File: src/rtl/ser8_tx.sv
// ser8_tx: parallel-to-serial launch stage with valid/ready intake and a frame qualifier.
// Optional trailing even-parity bit is enabled by defining PARITY_EN.
module ser8_tx #(
  parameter int WIDTH      = 8,
  parameter bit MSB_FIRST  = 1'b1,
  parameter int GAP_CYCLES = 0
) (
  input  logic             clk,
  input  logic             rst,
  input  logic [WIDTH-1:0] din,
  input  logic             din_valid,
  output logic             din_ready,
  output logic             sout,
  output logic             sframe,
  output logic             busy,
  output logic             done
);

  localparam int CW = $clog2(WIDTH);
  localparam logic [CW-1:0] CNT_LAST = CW'(WIDTH - 1);
  localparam logic [3:0] GAP_LAST = (GAP_CYCLES > 0) ? 4'(GAP_CYCLES - 1) : 4'd0;
  localparam bit NO_GAP = (GAP_CYCLES == 0);

`ifdef PARITY_EN
  typedef enum logic [1:0] {IDLE, SHIFT, PAR, GAP} state_t;
`else
  typedef enum logic [1:0] {IDLE, SHIFT, GAP} state_t;
`endif

  state_t           state, state_n;
  logic [WIDTH-1:0] shreg, shreg_n;
  logic [CW-1:0]    cnt, cnt_n;
  logic [3:0]       gcnt, gcnt_n;
  logic             sout_n, sframe_n, done_n;
  logic             xfer, last_serial;
`ifdef PARITY_EN
  logic             par, par_n;
`endif

  // The final serial cycle of a frame is where a back-to-back word may be taken.
  always_comb begin
`ifdef PARITY_EN
    last_serial = (state == PAR);
`else
    last_serial = (state == SHIFT) && (cnt == CNT_LAST);
`endif
    din_ready = !rst && ((state == IDLE) || (NO_GAP && last_serial));
  end

  assign xfer = din_valid && din_ready;
  assign busy = (state != IDLE);

  always_comb begin
    state_n  = state;
    shreg_n  = shreg;
    cnt_n    = cnt;
    gcnt_n   = gcnt;
    sout_n   = 1'b0;
    sframe_n = 1'b0;
    done_n   = 1'b0;
`ifdef PARITY_EN
    par_n    = par;
`endif

    case (state)
      SHIFT: begin
        if (cnt != CNT_LAST) begin
          cnt_n    = cnt + 1'b1;
          shreg_n  = MSB_FIRST ? {shreg[WIDTH-2:0], 1'b0} : {1'b0, shreg[WIDTH-1:1]};
          sout_n   = MSB_FIRST ? shreg[WIDTH-2] : shreg[1];
          sframe_n = 1'b1;
        end
`ifdef PARITY_EN
        else begin
          state_n  = PAR;
          sout_n   = par;
          sframe_n = 1'b1;
        end
`endif
      end
      GAP: begin
        if (gcnt == GAP_LAST) state_n = IDLE;
        else                  gcnt_n  = gcnt + 4'd1;
      end
      default: ;
    endcase

    if (last_serial) begin
      done_n  = 1'b1;
      state_n = NO_GAP ? IDLE : GAP;
      gcnt_n  = 4'd0;
    end

    // A transfer loads the word and launches its first bit on the same edge.
    if (xfer) begin
      state_n  = SHIFT;
      cnt_n    = '0;
      shreg_n  = din;
      sout_n   = MSB_FIRST ? din[WIDTH-1] : din[0];
      sframe_n = 1'b1;
`ifdef PARITY_EN
      par_n    = ^din;
`endif
    end
  end

  always_ff @(posedge clk or posedge rst) begin
    if (rst) begin
      state  <= IDLE;
      shreg  <= '0;
      cnt    <= '0;
      gcnt   <= 4'd0;
      sout   <= 1'b0;
      sframe <= 1'b0;
      done   <= 1'b0;
`ifdef PARITY_EN
      par    <= 1'b0;
`endif
    end else begin
      state  <= state_n;
      shreg  <= shreg_n;
      cnt    <= cnt_n;
      gcnt   <= gcnt_n;
      sout   <= sout_n;
      sframe <= sframe_n;
      done   <= done_n;
`ifdef PARITY_EN
      par    <= par_n;
`endif
    end
  end

endmodule

File: config.mk
export PLATFORM = sky130hd
export DESIGN_NAME = ser8_tx
export DESIGN_NICKNAME = d
export VERILOG_FILES = /design/src/rtl/ser8_tx.sv
export SDC_FILE = /design/constraint.sdc
export NUM_CORES = 1
export LEC_CHECK = 0
export BUFFER_PORTS_ARGS = -buffer_cell sky130_fd_sc_hd__clkbuf_2
export CAP_MARGIN = 15
export CORE_AREA = 2 2 39 41
export CTS_BUF_LIST = sky130_fd_sc_hd__clkbuf_16
export CTS_CLUSTER_DIAMETER = 30
export DETAILED_ROUTE_END_ITERATION = 8
export DIE_AREA = 0 0 41 43
export PLACE_DENSITY_LB_ADDON = 0.12
export SLEW_MARGIN = 20
export SYNTH_ARGS = -nofsm -noshare
export SYNTH_HDL_FRONTEND = slang
export SYNTH_SLANG_ARGS = --single-unit
File: constraint.sdc
create_clock -name clk -period 4.3 [get_ports clk]
set_input_delay 0.43 -clock clk [delete_from_list [all_inputs] [get_ports clk]]
set_output_delay 0.43 -clock clk [all_outputs]
set_load 0.05 [all_outputs]
==> results of run 1 <==
[Yosys cell counts]
library cell | count | area share, %
nand2_1 | 16 | 9.5
dfrtp_1 | 14 | 55
nor2_1 | 7 | 4.1
a31oi_1 | 6 | 5.9
inv_1 | 3 | 1.8
a22o_1 | 2 | 2.8
buf_6 | 2 | 3.6
ha_1 | 2 | 3.9
nand3_1 | 2 | 1.6
a21oi_1 | 1 | 0.79
and2_1 | 1 | 0.99
and2b_4 | 1 | 1.6
buf_4 | 1 | 1.2
nand2b_1 | 1 | 0.99
nand2b_4 | 1 | 2.2
nor2_4 | 1 | 1.8
nor2b_2 | 1 | 1.4
o21ai_0 | 1 | 0.79
[state kept, by name, summed over array words and instances, names as in the netlist]
register,flops
cnt,3
done,1
sframe,1
shreg,7
sout,1
state,1
[power by group through the flow]
stage	registers (mW)	clock network (mW)	logic, mW
final	0.221	0.169	0.247
after global routing	0.228	0.181	0.273
after CTS	0.221	0.173	0.250
after detailed placement	0.223	0	0.247
after global placement	0.222	0	0.247
after floorplan	0.269	0	0.158
[through the flow]
stage                     hold WS [ns]  std cells
after floorplan                  0.319         63
after global placement           0.476         91
after detailed placement         0.452         91
after CTS                        0.256         95
after global routing             0.308         95
final                            0.237         95
[cell usage in the layout, fill, tap and decap left out]
cell type	Yosys	layout
clkinv_1	0	1
a21oi_1	1	1
nand2b_1	1	1
nand2b_4	1	1
inv_1	3	3
and2_1	1	1
clkbuf_16	0	3
nor2_4	1	1
dfrtp_1	14	14
nor2b_2	1	1
a22o_1	2	2
ha_1	2	2
and2b_4	1	1
nand2_1	16	16
nand3_1	2	2
nor2_1	7	7
clkbuf_2	0	15
a31oi_1	6	6
o21ai_0	1	1
[routing by layer]
metal / track usage, % / up-vias
met5: 0 / -
met4: 10.0 / 0
met3: 4.71 / 2
met2: 17.2 / 12
met1: 22.1 / 212
li1: - / 238
[critical path, stage by stage, from the launching register on]
cell and delay (ns):
dfrtp_1 0.38, ha_1 0.20, ha_1 0.20, and2b_4 0.30
nor2_1 0.05, clkbuf_2 0.23
[kinds of logic after synthesis]
logic type | after synthesis | synth area share [%]
AO/OA/AOI/OAI | 10 | 10.3
adder cells (fa/ha/maj) | 2 | 3.94
buffers and inverters | 6 | 6.51
flip-flops | 14 | 55.2
AND/OR/NAND/NOR | 31 | 24.1
[final cells by class]
class,count,area (sq um)
Multi-Input combinational cell,43,243
Timing Repair Buffer,15,75.1
Clock inverter,1,3.75
Tap cell,16,20.0
Sequential cell,14,350
Fill cell,129,606
Clock buffer,3,75.1
Inverter,3,11.3
[final timing paths]
kind                                            from              endpoint  slack (ns)  cells past startpoint
worst max-delay path              cnt[0]$_DFFE_PP0P_             din_ready        2.27                      5
worst min-delay path                             rst  shreg[1]$_DFFE_PP0P_        0.24                      2
worst max register to register    cnt[0]$_DFFE_PP0P_    cnt[2]$_DFFE_PP0P_        2.84                      5
worst min register to register  shreg[6]$_DFFE_PP0P_        sout$_DFF_PP0_        0.47                      2
max in group asynchronous                        rst  shreg[5]$_DFFE_PP0P_        3.73                      2
min in group clk                              din[7]        sout$_DFF_PP0_        0.42                      3
==> summary.txt, run 1 <==
Status
  • Status: finished, final reports clean

Setup path
  • Critical Path Fanout Max: 6
  • Worst setup EP type: output pin
  • WP data arrival: 1.60 ns
  • CP Launch Type: flip-flop
  • Critical Path RT: 3.87 ns
  • Critical path type: reg2out

Logic synthesis
  • Post-synth cell types: 18
  • Synthesis-stage register bit count: 14
  • Post-synthesis sequential area ratio: 55.2%
  • Post-Synthesis Cells: 63
  • Avg Inst Size Synth: 10.1 sq um
  • Yosys warning total: 0
  • Post-synthesis instance area: 634 sq um
  • Syn Nets: 76

Global route
  • Largest net degree at the start of global routing: 16
  • First-pass GRT wire length: 1.64 mm
  • Grt total ovfl: 0
  • Initial antenna violation count: 0
  • Total track usage: 14.7%
  • Vias in the first global route: 390

Placement
  • I/O Buffers: 15
  • Detail Placement HPWL: 739 um
  • Area of placed instances: 699 sq um
  • Final GP Congestion: 0.694
  • Post-place setup slack: 2.51 ns

Power and ir drop
  • Internal Power: 404 uW
  • P_sw: 233 uW
  • Switching share of power: 36.6%
  • Overall power: 637 uW
  • PD cells: 818 nW/um^2
  • Power share of the clock group: 26.5%
  • Worst IR drop on VDD: 403 uV
  • Comb power frac: 38.8%
  • Leak: 0.382 nW
  • Reg power frac: 34.7%

Worst hold path
  • Hold crit path type: in2async

Timing
  • Crit path time final: 2.03 ns
  • RSZ-0062 raised after global routing: false
  • Max Fclk: 0.492 GHz
  • Slew HR: 66.7%
  • Final setup fails: 0
  • Setup TNS: 0 ns
  • Hold Fails Final Rpt: 0
  • Least-Margin Pin Slew: 0.498 ns
  • Clk_skew: 0.00237 ns
  • Final period utilization: 47.3%
  • Post-route setup slack: 2.27 ns
  • Fin. max-slew vios: 0

CTS
  • Root buffer cell: clkbuf_16
  • Bufs on Longest Clock Path: 2
  • Clock slew at the register clock pins of the worst setup and hold paths: 0.04 ns
  • Post-CTS setup buffer count: 0
  • H-tree depth: 1
  • Clock Sinks: 14
  • Hold_buf cts: 0
  • Total CTS buffers: 3
  • Post_cts resized: 0
  • CTS tree: yes
  • Clk_lat worst skew: 0.24 ns

Drt
  • Routed WL per cell: 10.7 um
  • Via Count: 464
  • Metal2 WL: 418 um
  • Residual DRC: 0
  • Top sig layer: met4
  • M1 WL: 544 um
  • Antenna viol nets, final: 0
  • DRT iter0 DRCs: 10
  • Iteration count of the initial detailed-routing pass: 4
  • DRT Wirelength: 1.01 mm
  • Post-DR vias/cell: 4.88
  • Metal3 WL: 45 um

Flow run
  • Max cap viols: 0

Final layout
  • Area Growth Syn to Fin: 22.7%
  • ANT cells: 0
  • Share of layout cells above drive strength 1: 27.8%
  • Final Cell Area: 778 sq um
  • Fin nets: 93
  • Post-layout util: 56.2%

Floorplanning
  • Chip width: 41 um
  • Core Area: 1380 sq um
  • Die Height: 43 um
  • Row cnt: 14
  • Starting density of the core: 45.8%
  • Ports: 16
  • Full die area: 1760 sq um
Note: power is estimated with default switching activity, not from simulation.
==> run 2, diff against run 1 <==
--- a/config.mk
+++ b/config.mk
@@ -7,11 +7,11 @@
 export LEC_CHECK = 0
 export BUFFER_PORTS_ARGS = -buffer_cell sky130_fd_sc_hd__clkbuf_2
 export CAP_MARGIN = 15
-export CORE_AREA = 2 2 39 41
+export CORE_MARGIN = 2
+export CORE_UTILIZATION = 44
 export CTS_BUF_LIST = sky130_fd_sc_hd__clkbuf_16
 export CTS_CLUSTER_DIAMETER = 30
 export DETAILED_ROUTE_END_ITERATION = 8
-export DIE_AREA = 0 0 41 43
 export PLACE_DENSITY_LB_ADDON = 0.12
 export SLEW_MARGIN = 20
 export SYNTH_ARGS = -nofsm -noshare
==> constraint.sdc (replaced) <==
create_clock -name clk -period 1.7 [get_ports clk]
set_input_delay 0.17 -clock clk [delete_from_list [all_inputs] [get_ports clk]]
set_output_delay 0.17 -clock clk [all_outputs]
set_load 0.05 [all_outputs]
==> run 2 against run 1 <==
Effect of this change:
- the run now ends with hold timing left
- total power rose to 2.6 times the previous value
- core utilization rose by 3.9 points
- final area rose by 1.8%
- register-to-register slack got worse by 2.6 ns
- sequential cell count did not move
- critical path depth did not move
- routed wire length rose by 4.6%
- via count fell by 4.5%
- clock skew fell by 0.0012 ns
- count of clock-buffer cells in the layout did not move
- critical path type unchanged
==> summary.txt, run 2 (synthesis gave the netlist of run 1 again) <==
Status
  • Status: finished, violations left (was finished, final reports clean)
  • Failing checks: hold timing

Power and ir drop
  • Worst IR drop on VDD: 1190 uV (was 403 uV)
  • Reg power frac: 34.4% (was 34.7%)
  • Overall power: 1.63 mW (was 637 uW)
  • Switching share of power: 36.0% (was 36.6%)
  • PD cells: 2060 nW/um^2 (was 818 nW/um^2)
  • Comb power frac: 39.8% (was 38.8%)
  • P_sw: 588 uW (was 233 uW)
  • Leak: 0.385 nW (was 0.382 nW)
  • Internal Power: 1.04 mW (was 404 uW)
  • Power share of the clock group: 25.7% (was 26.5%)

Global route
  • Largest net degree at the start of global routing: 16 (unchanged)
  • Initial antenna violation count: 0 (unchanged)
  • Total track usage: 14.2% (was 14.7%)
  • Met3 GRT Util: 5.60% (was 4.71%)
  • Met2 GRT Util: 18.4% (was 17.2%)
  • Grt total ovfl: 0 (unchanged)
  • Met1 usage in global routing: 20.1% (was 22.1%)
  • First-pass GRT wire length: 1.86 mm (was 1.64 mm)
  • Vias in the first global route: 428 (was 390)
  • Top Usage Layer GRT: met1 (unchanged)

Setup path
  • Critical path type: reg2out (unchanged)
  • Crit path largest cell delay: 0.39 ns (was 0.38 ns)
  • Reg2reg end: cnt[1]$_DFFE_PP0P_ (was cnt[2]$_DFFE_PP0P_)
  • CP Launch Type: flip-flop (unchanged)
  • Worst setup EP type: output pin (unchanged)
  • Worst R2R Path Depth: 6 (was 5)
  • Worst r2r src: cnt[0]$_DFFE_PP0P_ (unchanged)
  • CP cell instances: ha_1 -> ha_2 -> and2b_4 -> nor2_1 -> clkbuf_8 (was ha_1 -> ha_1 -> and2b_4 -> nor2_1 -> clkbuf_2)
  • Critical Path RT: 1.53 ns (was 3.87 ns)
  • Slowest CP cell: dfrtp_1 (unchanged)
  • WP data arrival: 1.45 ns (was 1.60 ns)
  • R2R Setup Slk: 0.20 ns (was 2.84 ns)
  • Critical Path Fanout Max: 3 (was 6)

CTS
  • Clk_lat worst skew: 0.24 ns (about the same)
  • Total CTS buffers: 3 (unchanged)
  • Bufs on Longest Clock Path: 2 (unchanged)
  • Clock slew at the register clock pins of the worst setup and hold paths: 0.04 ns (about the same)
  • Root buffer cell: clkbuf_16 (unchanged)
  • Clock Sinks: 14 (unchanged)
  • H-tree depth: 1 (unchanged)
  • CTS tree: yes (unchanged)

Placement
  • I/O Buffers: 15 (unchanged)
  • Area of placed instances: 698 sq um (was 699 sq um)
  • Detail Placement HPWL: 750 um (was 739 um)
  • Final GP Congestion: 0.694 (about the same)
  • Placed Cells: 90 (was 91)

Drt
  • DRT iter0 DRCs: 10 (unchanged)
  • Post-DR vias/cell: 4.71 (was 4.88)
  • Residual DRC: 0 (unchanged)
  • Antenna viol nets, final: 0 (unchanged)
  • Routed WL per cell: 11.3 um (was 10.7 um)
  • DRT Wirelength: 1.06 mm (was 1.01 mm)
  • Iteration count of the initial detailed-routing pass: 2 (was 4)
  • Via Count: 443 (was 464)

Final layout
  • Top flop regs: shreg: 7 flops, cnt: 3 flops (unchanged)
  • Most frequent cells in the layout: nand2_1, dfrtp_1, clkbuf_2, nor2_1, a31oi_1 (was nand2_1, clkbuf_2, dfrtp_1, nor2_1, a31oi_1)
  • Share of layout cells above drive strength 1: 30.4% (was 27.8%)
  • Fin nets: 94 (was 93)
  • Fill cell count: 122 (was 129)
  • Largest register FFs: 7 (unchanged)
  • Area Growth Syn to Fin: 24.9% (was 22.7%)
  • ANT cells: 0 (unchanged)
  • Commonest non-fill, non-tap cell in the layout: nand2_1 (unchanged)
  • Most flops, register: shreg (unchanged)
  • Final Cell Area: 792 sq um (was 778 sq um)
  • Layout Cells excl Fill: 94 (was 95)

Floorplanning
  • Starting density of the core: 48.1% (was 45.8%)
  • Chip width: 42.0 um (was 41 um)
  • Row cnt: 13 (was 14)
  • Full die area: 1760 sq um (about the same)
  • Core Area: 1320 sq um (was 1380 sq um)
  • Ports: 16 (unchanged)
  • Die Height: 42.0 um (was 43 um)

Worst hold path
  • Hold crit path type: in2async (unchanged)

Timing
  • RSZ-0062 raised after global routing: false (unchanged)
  • Final period utilization: 95.4%
  • Least-Margin Pin Slew: 0.523 ns (was 0.498 ns)
  • Crit path time final: 1.62 ns
  • Hold Fails Final Rpt: 14 (was 0)
  • Clk_skew: 0.00114 ns (was 0.00237 ns)
  • Final setup fails: 0 (unchanged)
  • WHS: -0.0128 ns (was 0.237 ns)
  • Max Fclk: 0.617 GHz
  • Setup TNS: 0 ns (unchanged)
  • Slew HR: 65.1% (was 66.7%)
  • Fin. max-slew vios: 0 (unchanged)

Flow run
  • Max cap viols: 0 (unchanged)
run 2: cell types whose count changed in the layout (fill, tap and decap cells not counted), sizes merged:
cell,change
buf,+1
clkinv,-1
run 2: per-stage QoR:
stage | setup WS [ns] | util (%)
2_1_floorplan | 0.00204 | -
3_3_place_gp | 0.201 | 53.0
3_5_place_dp | 0.184 | 53.0
4_1_cts | 0.0465 | 59.9
5_1_grt | 0.0276 | 60.1
6_report | 0.0786 | 60.1
run 2: cell type report:
| cell class | instances | area [sq um] | area share (%) |
|---|---|---|---|
| Clock buffer | 3 | 75.1 | 9.48 |
| Multi-Input combinational cell | 43 | 245 | 31.0 |
| Sequential cell | 14 | 350 | 44.2 |
| Timing Repair Buffer | 16 | 91.3 | 11.5 |
| Tap cell | 15 | 18.8 | 2.37 |
| Inverter | 3 | 11.3 | 1.42 |
run 2: worst max path at each step:
stage	cells after the start	from	to
after global placement	5	cnt[0]$_DFFE_PP0P_	din_ready
after global routing	5	cnt[0]$_DFFE_PP0P_	din_ready
after CTS	5	cnt[0]$_DFFE_PP0P_	din_ready
final	5	cnt[0]$_DFFE_PP0P_	din_ready
after floorplan	2	state[0]$_DFFE_PP0P_	din_ready
after detailed placement	5	cnt[0]$_DFFE_PP0P_	din_ready
run 2: timing repair:
item / in CTS / in global routing
gates resized for setup: 2 / 1
hold buffers: 0 / 0
buffers inserted: 1 / 0
endpoints found under the setup margin: 1 / 1
run 2: power by group through the flow:
| stage | clock network, mW | registers [mW] | logic (mW) |
|---|---|---|---|
| 2_1_floorplan | 0 | 0.680 | 0.401 |
| 3_3_place_gp | 0 | 0.563 | 0.620 |
| 3_5_place_dp | 0 | 0.567 | 0.621 |
| 4_1_cts | 0.430 | 0.563 | 0.657 |
| 5_1_grt | 0.454 | 0.578 | 0.717 |
| 6_report | 0.420 | 0.562 | 0.651 |
run 2: worst max-delay path: cells and delay by family, from the launching register on:
family                   cells  cell delay [ns]
adder cells (fa/ha/maj)      2             0.38
buffers and inverters        1             0.17
flip-flops                   1             0.39
AND/OR/NAND/NOR              2             0.28
run 2: routing by layer:
metal,part of all wire (%),up-vias,wire [um]
li1,-,239,-
met1,53,193,560
met2,41,9,437
met3,4.7,2,50
met4,1.1,0,12
met5,0,-,0
